File: src/rtl/cam_pkg.sv
// Shared types and helpers for the camera frame-buffer writer.
// Holds the FSM state encoding, the RGB444 pack function and default image size.
package cam_pkg;

    localparam int IMG_W_DEFAULT = 160;
    localparam int IMG_H_DEFAULT = 120;

    localparam logic [1:0] ST_IDLE    = 2'd0;
    localparam logic [1:0] ST_WAIT_VS = 2'd1;
    localparam logic [1:0] ST_ACTIVE  = 2'd2;
    localparam logic [1:0] ST_DONE    = 2'd3;

    typedef enum logic [1:0] {
        S_IDLE    = ST_IDLE,
        S_WAIT_VS = ST_WAIT_VS,
        S_ACTIVE  = ST_ACTIVE,
        S_DONE    = ST_DONE
    } cam_state_t;

    // Input layout is R=[7:0], G=[15:8], B=[23:16]; keep the top nibble of each.
    function automatic logic [11:0] pack_rgb444(input logic [23:0] px);
        return {px[7:4], px[15:12], px[23:20]};
    endfunction

endpackage

File: src/rtl/cam_fb_addr_gen.sv
// Raster x/y/address counters with window check and line skip for the frame buffer.
// FB_DECIMATE_EN: when defined, only even-x/even-y pixels are written to a half-size buffer.
module cam_fb_addr_gen
    import cam_pkg::*;
#(
    parameter int IMG_W = IMG_W_DEFAULT,
    parameter int IMG_H = IMG_H_DEFAULT,
    parameter int AW    = 15
) (
    input  logic          p_clock,
    input  logic          rst,
    input  logic          clear,
    input  logic          pixel_valid,
    input  logic          line_end,
    output logic          accept,
    output logic          drop,
    output logic [AW-1:0] addr
);

    localparam int XW = $clog2(IMG_W + 1);
    localparam int YW = $clog2(IMG_H + 1);
    localparam logic [XW-1:0] X_LIM = XW'(IMG_W);
    localparam logic [YW-1:0] Y_LIM = YW'(IMG_H);
`ifdef FB_DECIMATE_EN
    localparam logic [AW-1:0] ROW_STEP = AW'(IMG_W / 2);
`else
    localparam logic [AW-1:0] ROW_STEP = AW'(IMG_W);
`endif

    logic [XW-1:0] x_reg;
    logic [YW-1:0] y_reg;
    logic [AW-1:0] addr_reg;
    logic [AW-1:0] base_reg;
    logic          in_window;
    logic          keep;
    logic          row_step_en;

    // Window is judged on full-resolution counts even when decimating.
    assign in_window = (x_reg < X_LIM) && (y_reg < Y_LIM);

`ifdef FB_DECIMATE_EN
    assign keep        = ~x_reg[0] & ~y_reg[0];
    assign row_step_en = y_reg[0];
`else
    assign keep        = 1'b1;
    assign row_step_en = 1'b1;
`endif

    assign accept = pixel_valid & in_window & keep;
    assign drop   = pixel_valid & ~in_window;
    assign addr   = addr_reg;

    always_ff @(posedge p_clock) begin
        if (rst || clear) begin
            x_reg    <= '0;
            y_reg    <= '0;
            addr_reg <= '0;
            base_reg <= '0;
        end else if (line_end) begin
            x_reg <= '0;
            // y saturates at the window edge so extra lines never wrap back in.
            if (y_reg < Y_LIM) begin
                y_reg <= y_reg + 1'b1;
                if (row_step_en) begin
                    base_reg <= base_reg + ROW_STEP;
                    addr_reg <= base_reg + ROW_STEP;
                end else begin
                    addr_reg <= base_reg;
                end
            end
        end else if (pixel_valid && in_window) begin
            x_reg <= x_reg + 1'b1;
            if (keep) begin
                addr_reg <= addr_reg + 1'b1;
            end
        end
    end

endmodule

File: src/rtl/cam_fb_writer.sv
// Camera pixel stream to RGB444 frame-buffer writer with frame sequencing FSM.
// FB_DECIMATE_EN (see cam_fb_addr_gen) selects the half-resolution buffer layout.
module cam_fb_writer
    import cam_pkg::*;
#(
    parameter int IMG_W = IMG_W_DEFAULT,
    parameter int IMG_H = IMG_H_DEFAULT,
    parameter int AW    = 15,
    parameter int DW    = 12
) (
    input  logic          p_clock,
    input  logic          rst,
    input  logic          enable,
    input  logic          vsync,
    input  logic          href,
    input  logic          pixel_valid,
    input  logic [23:0]   pixel_data,
    input  logic          frame_done,
    output logic          mem_we,
    output logic [AW-1:0] mem_addr,
    output logic [DW-1:0] mem_data,
    output logic          frame_ready,
    output logic          busy,
    output logic          overflow
);

    cam_state_t    state_reg, state_next;
    logic          vsync_reg;
    logic          href_reg;
    logic          mem_we_reg;
    logic [AW-1:0] mem_addr_reg;
    logic [DW-1:0] mem_data_reg;
    logic          overflow_reg;

    logic          vs_fall, vs_rise;
    logic          frame_start;
    logic          in_active;
    logic          accept, drop;
    logic [AW-1:0] pix_addr;

    assign vs_fall   = vsync_reg & ~vsync;
    assign vs_rise   = ~vsync_reg & vsync;
    assign in_active = (state_reg == S_ACTIVE) && enable;

    always_comb begin
        state_next  = state_reg;
        frame_start = 1'b0;
        if (!enable) begin
            state_next = S_IDLE;
        end else begin
            case (state_reg)
                S_IDLE:    state_next = S_WAIT_VS;
                S_WAIT_VS: begin
                    if (vs_fall) begin
                        frame_start = 1'b1;
                        state_next  = S_ACTIVE;
                    end
                end
                S_ACTIVE:  if (vs_rise || frame_done) state_next = S_DONE;
                S_DONE:    state_next = S_WAIT_VS;
                default:   state_next = S_IDLE;
            endcase
        end
    end

    always_ff @(posedge p_clock) begin
        if (rst) begin
            state_reg <= S_IDLE;
            vsync_reg <= 1'b0;
            href_reg  <= 1'b0;
        end else begin
            state_reg <= state_next;
            vsync_reg <= vsync;
            href_reg  <= href;
        end
    end

    cam_fb_addr_gen #(
        .IMG_W (IMG_W),
        .IMG_H (IMG_H),
        .AW    (AW)
    ) u_addr_gen (
        .p_clock     (p_clock),
        .rst         (rst),
        .clear       (frame_start),
        .pixel_valid (pixel_valid & in_active),
        .line_end    (href_reg & ~href & in_active),
        .accept      (accept),
        .drop        (drop),
        .addr        (pix_addr)
    );

    // A pixel arriving with the closing vsync edge is still written here.
    always_ff @(posedge p_clock) begin
        if (rst) begin
            mem_we_reg   <= 1'b0;
            mem_addr_reg <= '0;
            mem_data_reg <= '0;
            overflow_reg <= 1'b0;
        end else begin
            mem_we_reg <= accept;
            if (accept) begin
                mem_addr_reg <= pix_addr;
                mem_data_reg <= DW'(pack_rgb444(pixel_data));
            end
            if (frame_start) begin
                overflow_reg <= 1'b0;
            end else if (drop) begin
                overflow_reg <= 1'b1;
            end
        end
    end

    assign mem_we      = mem_we_reg;
    assign mem_addr    = mem_addr_reg;
    assign mem_data    = mem_data_reg;
    assign overflow    = overflow_reg;
    assign busy        = (state_reg == S_ACTIVE);
    assign frame_ready = (state_reg == S_DONE) && enable;

endmodule

File: config.mk
export PLATFORM = sky130hd
export DESIGN_NAME = cam_fb_writer
export DESIGN_NICKNAME = d
export VERILOG_FILES = /design/src/rtl/cam_pkg.sv /design/src/rtl/cam_fb_addr_gen.sv /design/src/rtl/cam_fb_writer.sv
export SDC_FILE = /design/constraint.sdc
export NUM_CORES = 1
export LEC_CHECK = 0
export ABC_AREA = 1
export CORE_AREA = 2 2 89 91
export DETAILED_ROUTE_END_ITERATION = 10
export DIE_AREA = 0 0 91 93
export PLACE_DENSITY = 0.76
export SYNTH_ARGS = -nofsm -noshare
export SYNTH_HDL_FRONTEND = slang
export SYNTH_SLANG_ARGS = --single-unit
File: constraint.sdc
create_clock -name p_clock -period 4.2 [get_ports p_clock]
set_input_delay 0.63 -clock p_clock [delete_from_list [all_inputs] [get_ports p_clock]]
set_output_delay 0.63 -clock p_clock [all_outputs]
set_load 0.005 [all_outputs]
==> flow_summary.yaml, run 1 <==
drt:
  remaining_drc_errors: 0
  wire_per_inst_um: 11.79
  drtIter0Drc: 132
  final_antenna_net_count: 0
  via_per_inst: 5.002
  route.vias.total: 3261
  dr.pass1.iters: 4
  routed_wl_um: 7685
setup_path:
  cp_slowest_cell: "clkdlybuf4s50_1"
  startpoint_type: "input port"
  worstSetupPathType: "in -> out"
  crit_path_end_kind: "output pin"
  max_stage_delay_ns: 0.56
  cp.required_ns: 3.57
  rr_worst_depth: 9
  crit_chain: "clkdlybuf4s50_1 -> nand2_1 -> inv_1 -> clkdlybuf4s50_1"
  crit_fanout: 4
  worstPathArrival_ns: 1.80
  cpMostUsedCell: "clkdlybuf4s50_1"
floorplan:
  die_area_um2: 8463
  io_pins: 62
  coreArea_um2: 7527
  fp-row-count: 32
  die-height_um: 93
  start_util_pct: 47.09
  fp.dieW_um: 91
place:
  dpl.hpwl_um: 5494
  port-buffer-count: 49
  routabilityCongestion: 0.8418
  place_ws_ns: 1.420
min_path:
  min_path_cells: 2
  min_path_type: "reg -> reg"
clock_tree:
  numCtsBuffers: 9
  cts_tree: "done"
  clock-sinks: 73
  cts_setup_buffers: 0
  post_cts_resized: 0
  clkTransAtPathRegs_ns: 0.07
  hold_buffers: 0
  root_buffer: "clkbuf_8"
  clockBufferDepth: 2
  clk_latency_ns: 0.35
  ctsHtreeMaxLevel: 3
sta:
  whs_ns: 0.4640
  finalClockSkew_ns: 0.01160
  hold_viol: 0
  worst_pin_slew_ns: 0.7477
  slew_headroom_pct: 50.10
  timing.fmax_mhz: 411.9
  finalSetupViolCount: 0
  rsz0062_at_grt: "no"
  setup_tns_ns: 0
  final_max_slew_viol_count: 0
  period_needed_ns: 2.428
  setup_slack_ns: 1.772
  period_share_pct: 57.80
power:
  vdd_drop_max_mv: 0.1745
  power_leakage_nw: 1.654
  cellPowerDensity_nw_per_um2: 323.4
  p_total_mw: 1.383
grt:
  grt.total_usage_pct: 18.95
  grt_max_degree: 38
  grt_pass1_wl_um: 13190
  grt_pass1_vias: 2943
  overflow: 0
  antenna_found_initial: 0
yosys:
  synthFlopType: "dfxtp_1"
  yosysWarnings: 0
  syn_area_um2: 3545
  syn_inst: 500
  syn_avg_cell_area_um2: 7.089
  synth_nets: 538
  synth_cell_type_count: 37
  synth-seq-area-share_pct: 41.23
  synthArstFlopShare_pct: 0
  ys_seq_elements: 73
  synth_edf_count: 0
layout:
  fill_cells: 760
  drive_above_1_share_pct: 7.455
  layout_commonest_cell: "nand2_1"
  syn_to_final_growth_pct: 20.61
  mostFrequentLayoutCells: "nand2_1, dfxtp_1, a21oi_1"
  final_nets: 583
  diodes: 0
status:
  status: "finished, final reports clean"
run:
  max_cap_violations: 0
==> layout make-up <==
cell class	instances	area (um2)	share of cell area, %
Clock buffer	10	137.6	3.219
Clock inverter	6	90.09	2.107
Inverter	55	219.0	5.121
Multi-Input combinational cell	355	1734	40.56
Sequential cell	73	1461	34.18
Tap cell	102	127.6	2.985
Timing Repair Buffer	51	505.5	11.82
==> worst max-delay path, delay by kind of cell <==
kind                   cells  cell delay, ns
and+or+nand+nor            1            0.07
buffers and inverters      3            1.09
==> path summary, 6_finish.rpt <==
path	endpoint	slack (ns)	start
max	frame_ready	1.77	enable
max reg2reg	u_addr_gen.y_reg[5]	2.07	state_reg[0]
min reg2reg	mem_addr[5]	0.46	mem_addr[5]
min	mem_addr[5]	0.46	mem_addr[5]
==> cell usage after synthesis, types with 4 or more instances <==
| cell type | number | area share (%) |
|---|---|---|
| nand2_2 | 4 | 0.71 |
| dfxtp_1 | 73 | 41 |
| nor2_1 | 52 | 5.5 |
| ha_1 | 7 | 2.5 |
| nand3_1 | 24 | 3.4 |
| nand4_1 | 8 | 1.4 |
| buf_6 | 6 | 1.9 |
| xnor2_1 | 5 | 1.2 |
| nor3_1 | 4 | 0.56 |
| buf_4 | 4 | 0.85 |
| inv_1 | 49 | 5.2 |
| o21ai_0 | 25 | 3.5 |
| a21oi_1 | 54 | 7.6 |
| buf_2 | 4 | 0.56 |
| nand2_1 | 141 | 15 |
| o21ai_1 | 7 | 0.99 |
==> routing by layer <==
layer	up-vias	track usage [%]	share of wire (%)
met5	-	0	0
met4	0	5.303	1.2
met3	7	4.835	5.8
met2	75	32.72	47
met1	1482	23.51	46
li1	1697	-	-
==> logic make-up after synthesis <==
logic type      Yosys count  share of synthesized area (%)
xor+xnor                  8                          1.977
compound gates           94                          14.01
simple gates            246                          30.46
buf+inv                  72                          9.848
fa+ha+maj                 7                          2.471
flops                    73                          41.23
==> report_power, final <==
part,switching [mW],internal [mW]
clock,0.270,0.353
sequential,0.00445,0.697
combinational,0.0311,0.0278
total,0.306,1.08
==> per-stage QoR <==
| stage | instance area, um2 | utilization, % | cells |
|---|---|---|---|
| after global placement | 4048 | 53.77 | 636 |
| after global routing | 4275 | 56.80 | 652 |
| final | 4275 | 56.80 | 652 |
| after CTS | 4275 | 56.80 | 652 |
| after detailed placement | 4048 | 53.77 | 636 |
| after floorplan | 3545 | - | 500 |
Power figures use the tool's default switching activity.
==> run 2, diff against run 1 <==
--- a/config.mk
+++ b/config.mk
@@ -9,7 +9,7 @@
 export CORE_AREA = 2 2 89 91
 export DETAILED_ROUTE_END_ITERATION = 10
 export DIE_AREA = 0 0 91 93
-export PLACE_DENSITY = 0.76
+export PLACE_DENSITY = 0.79
 export SYNTH_ARGS = -nofsm -noshare
 export SYNTH_HDL_FRONTEND = slang
 export SYNTH_SLANG_ARGS = --single-unit
==> constraint.sdc (replaced) <==
create_clock -name p_clock -period 2.1 [get_ports p_clock]
set_input_delay 0.315 -clock p_clock [delete_from_list [all_inputs] [get_ports p_clock]]
set_output_delay 0.315 -clock p_clock [all_outputs]
set_load 0.005 [all_outputs]
==> flow_summary.yaml, run 2 (synthesis results as in run 1) <==
drt:
  wire_per_inst_um: 12.00
  dr.pass1.iters: 5
  via_per_inst: 5.026
  final_antenna_net_count: 0
  drtIter0Drc: 176
  remaining_drc_errors: 0
  routed_wl_um: 7942
  route.vias.total: 3327
layout:
  syn_to_final_growth_pct: 24.18
  diodes: 0
  drive_above_1_share_pct: 9.107
  regArea_um2: 1461
  fill_cells: 695
  mostFrequentLayoutCells: "nand2_1, dfxtp_1, a21oi_1"
  multi_input_area_um2: 1734
  final_nets: 593
  layout_commonest_cell: "nand2_1"
sta:
  rsz0062_at_grt: "no"
  finalSetupViolCount: 0
  timing.fmax_mhz: 545.9
  final_max_slew_viol_count: 0
  period_share_pct: 87.23
  finalClockSkew_ns: 0.008448
  period_needed_ns: 1.832
  hold_viol: 0
  setup_tns_ns: 0
  worst_pin_slew_ns: 0.3355
  slew_headroom_pct: 77.46
setup_path:
  crit_fanout: 3
  worstSetupPathType: "in -> out"
  max_stage_delay_ns: 0.50
  cpMostUsedCell: "clkdlybuf4s50_1"
  rr_worst_depth: 10
  cp.required_ns: 1.78
  worstPathArrival_ns: 1.52
  cp.depth: 5
  cp_slowest_cell: "clkdlybuf4s50_1"
  crit_family: "buffers and inverters"
  crit_chain: "clkdlybuf4s50_1 -> buf_4 -> nand2_1 -> inv_1 -> clkdlybuf4s50_1"
  crit_buf_inv: 4
  startpoint_type: "input port"
  crit_path_end_kind: "output pin"
clock_tree:
  ctsHtreeMaxLevel: 3
  root_buffer: "clkbuf_8"
  clock-sinks: 73
  clk_latency_ns: 0.35
  cts_setup_buffers: 0
  post_cts_resized: 0
  hold_buffers: 0
  cts_tree: "done"
  clkTransAtPathRegs_ns: 0.08
  clockBufferDepth: 2
  numCtsBuffers: 9
power:
  vdd_drop_max_mv: 0.2672
  p_int_mw: 2.364
  p_clk_share_pct: 48.8
  cellPowerDensity_nw_per_um2: 677.5
  p_total_mw: 2.982
  switching_share_pct: 20.74
  power_leakage_nw: 1.725
  p_switching_mw: 0.6186
  pwr-share-seq_pct: 47.0
  p_comb_share_pct: 4.1
min_path:
  min_path_type: "reg -> reg"
  min_path_cells: 2
place:
  routabilityCongestion: 0.8649
  dpl.hpwl_um: 5769
  port-buffer-count: 49
grt:
  grt_pass1_wl_um: 13420
  grt.total_usage_pct: 19.35
  antenna_found_initial: 0
  grt_pass1_vias: 3006
  grt_max_degree: 38
  overflow: 0
run:
  max_cap_violations: 0
floorplan:
  fp-row-count: 32
  fp.dieW_um: 91
  die_area_um2: 8463
  die-height_um: 93
  io_pins: 62
  start_util_pct: 47.09
  coreArea_um2: 7527
status:
  status: "finished, final reports clean"
## run 2: final timing paths
check               startpoint            to  slack (ns)
hold reg to reg   mem_addr[11]  mem_addr[11]        0.46
setup reg to reg  state_reg[0]   mem_addr[3]        0.35
hold / removal    mem_addr[11]  mem_addr[11]        0.46
setup / recovery        enable   frame_ready        0.27
## run 2: power by group through the flow
stage / clock network, mW / registers, mW / logic, mW
global placement: 0 / 1.43 / 0.119
detailed placement: 0 / 1.44 / 0.123
finish: 1.46 / 1.40 / 0.123
floorplan: 0 / 1.43 / 0.0608
global route: 1.55 / 1.40 / 0.134
CTS: 1.48 / 1.40 / 0.124
## run 2: through the flow
| stage | cell area [um2] | util (%) | setup slack, ns | std cells | hold WS (ns) |
|---|---|---|---|---|---|
| 2_1_floorplan | 3545 | - | 0.6122 | 500 | 0.4220 |
| 3_3_place_gp | 4135 | 54.94 | 0.2499 | 646 | 0.4518 |
| 3_5_place_dp | 4135 | 54.94 | 0.2011 | 646 | 0.4561 |
| 4_1_cts | 4402 | 58.48 | 0.2574 | 662 | 0.4679 |
| 5_1_grt | 4402 | 58.48 | 0.1896 | 662 | 0.4842 |
| 6_report | 4402 | 58.48 | 0.2681 | 662 | 0.4638 |
## run 2: worst register-to-register path, cell delays in order (launching register included)
cell and delay [ns]:
dfxtp_1 0.38, inv_1 0.06, ha_1 0.23, nand2_2 0.11, inv_2 0.07, nand2_4 0.07
clkinv_4 0.06, nand2_4 0.16, inv_4 0.17, o21ai_0 0.25, a21oi_1 0.06
## run 2: area by class of cell
type / count / share of cell area (%)
multi-input cells: 355 / 39.40
flip-flops and latches: 73 / 33.20
repair buffers: 61 / 13.47
inverters: 55 / 4.974
clock inverters: 7 / 3.240
well taps: 102 / 2.899
clock buffers: 9 / 2.814
## run 2: layer usage
layer / wire [um] / global-route usage [%] / part of all wire (%) / vias up
met3: 384 / 3.626 / 4.8 / 10
met1: 3582 / 24.38 / 45 / 1509
li1: - / - / - / 1722
met5: 0 / 0 / 0 / -
met4: 91 / 6.944 / 1.1 / 0
met2: 3883 / 33.21 / 49 / 86
==> run 3, diff against run 2 <==
--- a/config.mk
+++ b/config.mk
@@ -9,6 +9,7 @@
 export CORE_AREA = 2 2 89 91
 export DETAILED_ROUTE_END_ITERATION = 10
 export DIE_AREA = 0 0 91 93
+export GPL_ROUTABILITY_DRIVEN = 0
 export PLACE_DENSITY = 0.79
 export SYNTH_ARGS = -nofsm -noshare
 export SYNTH_HDL_FRONTEND = slang
==> flow_summary.yaml, run 3 (synthesis results as in run 1) <==
drt:
  drtIter0Drc: 168
  dr.pass1.iters: 4
  final_antenna_net_count: 0
  remaining_drc_errors: 0
  route.vias.total: 3281
  routed_wl_um: 7892
  via_per_inst: 4.971
  wire_per_inst_um: 11.96
layout:
  mostFrequentLayoutCells: "nand2_1, dfxtp_1, a21oi_1"
  final_nets: 591
  diodes: 0
  regArea_um2: 1461
  syn_to_final_growth_pct: 22.41
  drive_above_1_share_pct: 8.781
  multi_input_area_um2: 1734
  layout_commonest_cell: "nand2_1"
  fill_cells: 699
  final_cells: 660
sta:
  final_max_slew_viol_count: 0
  timing.fmax_mhz: 551.3
  hold_viol: 0
  whs_ns: 0.4662
  finalSetupViolCount: 0
  finalClockSkew_ns: 0.006180
  worst_pin_slew_ns: 0.3929
  setup_slack_ns: 0.2861
  rsz0062_at_grt: "no"
  period_needed_ns: 1.814
  setup_tns_ns: 0
  period_share_pct: 86.38
  slew_headroom_pct: 73.73
place:
  port-buffer-count: 49
  place_ws_ns: 0.1187
  dpl.hpwl_um: 5812
  dp_cells: 644
grt:
  grt.total_usage_pct: 19.56
  grt_max_degree: 38
  grt_use_met2_pct: 33.58
  met3_usage_pct: 4.996
  grt.busiest_layer: "met2"
  grt_pass1_wl_um: 13460
  grtUsageMet1_pct: 23.62
  overflow: 0
  antenna_found_initial: 0
  grt_pass1_vias: 3111
min_path:
  min_path_type: "reg -> reg"
floorplan:
  coreArea_um2: 7527
  io_pins: 62
  die_area_um2: 8463
  fp-row-count: 32
  start_util_pct: 47.09
  fp.dieW_um: 91
  die-height_um: 93
clock_tree:
  numCtsBuffers: 9
  clockBufferDepth: 2
  clkTransAtPathRegs_ns: 0.08
  post_cts_resized: 0
  ctsHtreeMaxLevel: 3
  cts_tree: "done"
  root_buffer: "clkbuf_8"
  cts_setup_buffers: 0
  clk_latency_ns: 0.35
  clock-sinks: 73
  hold_buffers: 0
power:
  p_total_mw: 2.731
  cellPowerDensity_nw_per_um2: 629.4
  power_leakage_nw: 1.691
  vdd_drop_max_mv: 0.3489
run:
  max_cap_violations: 0
setup_path:
  startpoint_type: "flop"
  worstSetupPathType: "reg -> out"
  worstPathArrival_ns: 1.50
  crit_path_end_kind: "output pin"
  cp.required_ns: 1.78
  crit_fanout: 4
status:
  status: "finished, final reports clean"
==> run 3: metrics by stage <==
| step | utilization, % | area, um2 |
|---|---|---|
| 3_3_place_gp | 54.74 | 4120 |
| 2_1_floorplan | - | 3545 |
| 6_report | 57.65 | 4339 |
| 4_1_cts | 57.65 | 4339 |
| 5_1_grt | 57.65 | 4339 |
| 3_5_place_dp | 54.74 | 4120 |
==> run 3: power breakdown <==
part / internal, mW / switching [mW] / total, mW / leakage [nW]
Sequential: 1.39 / 0.00907 / 1.40 / 0.589
Clock: 0.668 / 0.539 / 1.21 / 0.109
Combinational: 0.0572 / 0.0635 / 0.121 / 0.993
Total: 2.12 / 0.612 / 2.73 / 1.69
==> run 3: routing by layer <==
layer | vias to the layer above | wire length, um
met5 | - | 0
met4 | 0 | 74
met3 | 6 | 479
met2 | 89 | 3830
met1 | 1470 | 3508
li1 | 1716 | -
==> run 3: final timing paths <==
path | cells past startpoint | endpoint | slack (ns) | start
max | 3 | busy | 0.29 | state_reg[0]
min | 2 | mem_data[0] | 0.47 | mem_data[0]
max reg2reg | 10 | u_addr_gen.x_reg[1] | 0.33 | state_reg[0]
min reg2reg | 2 | mem_data[0] | 0.47 | mem_data[0]
==> run 3: layout make-up <==
type | instances | share of cell area (%)
Clock buffer | 9 | 2.855
Timing Repair Buffer | 59 | 13.32
Tap cell | 102 | 2.941
Multi-Input combinational cell | 355 | 39.97
Inverter | 55 | 5.046
Clock inverter | 7 | 2.191
Sequential cell | 73 | 33.68
==> run 3: critical path: stages, from the launching register on <==
cell	delay, ns
dfxtp_1	0.38
inv_1	0.06
ha_1	0.23
clkdlybuf4s50_1	0.48
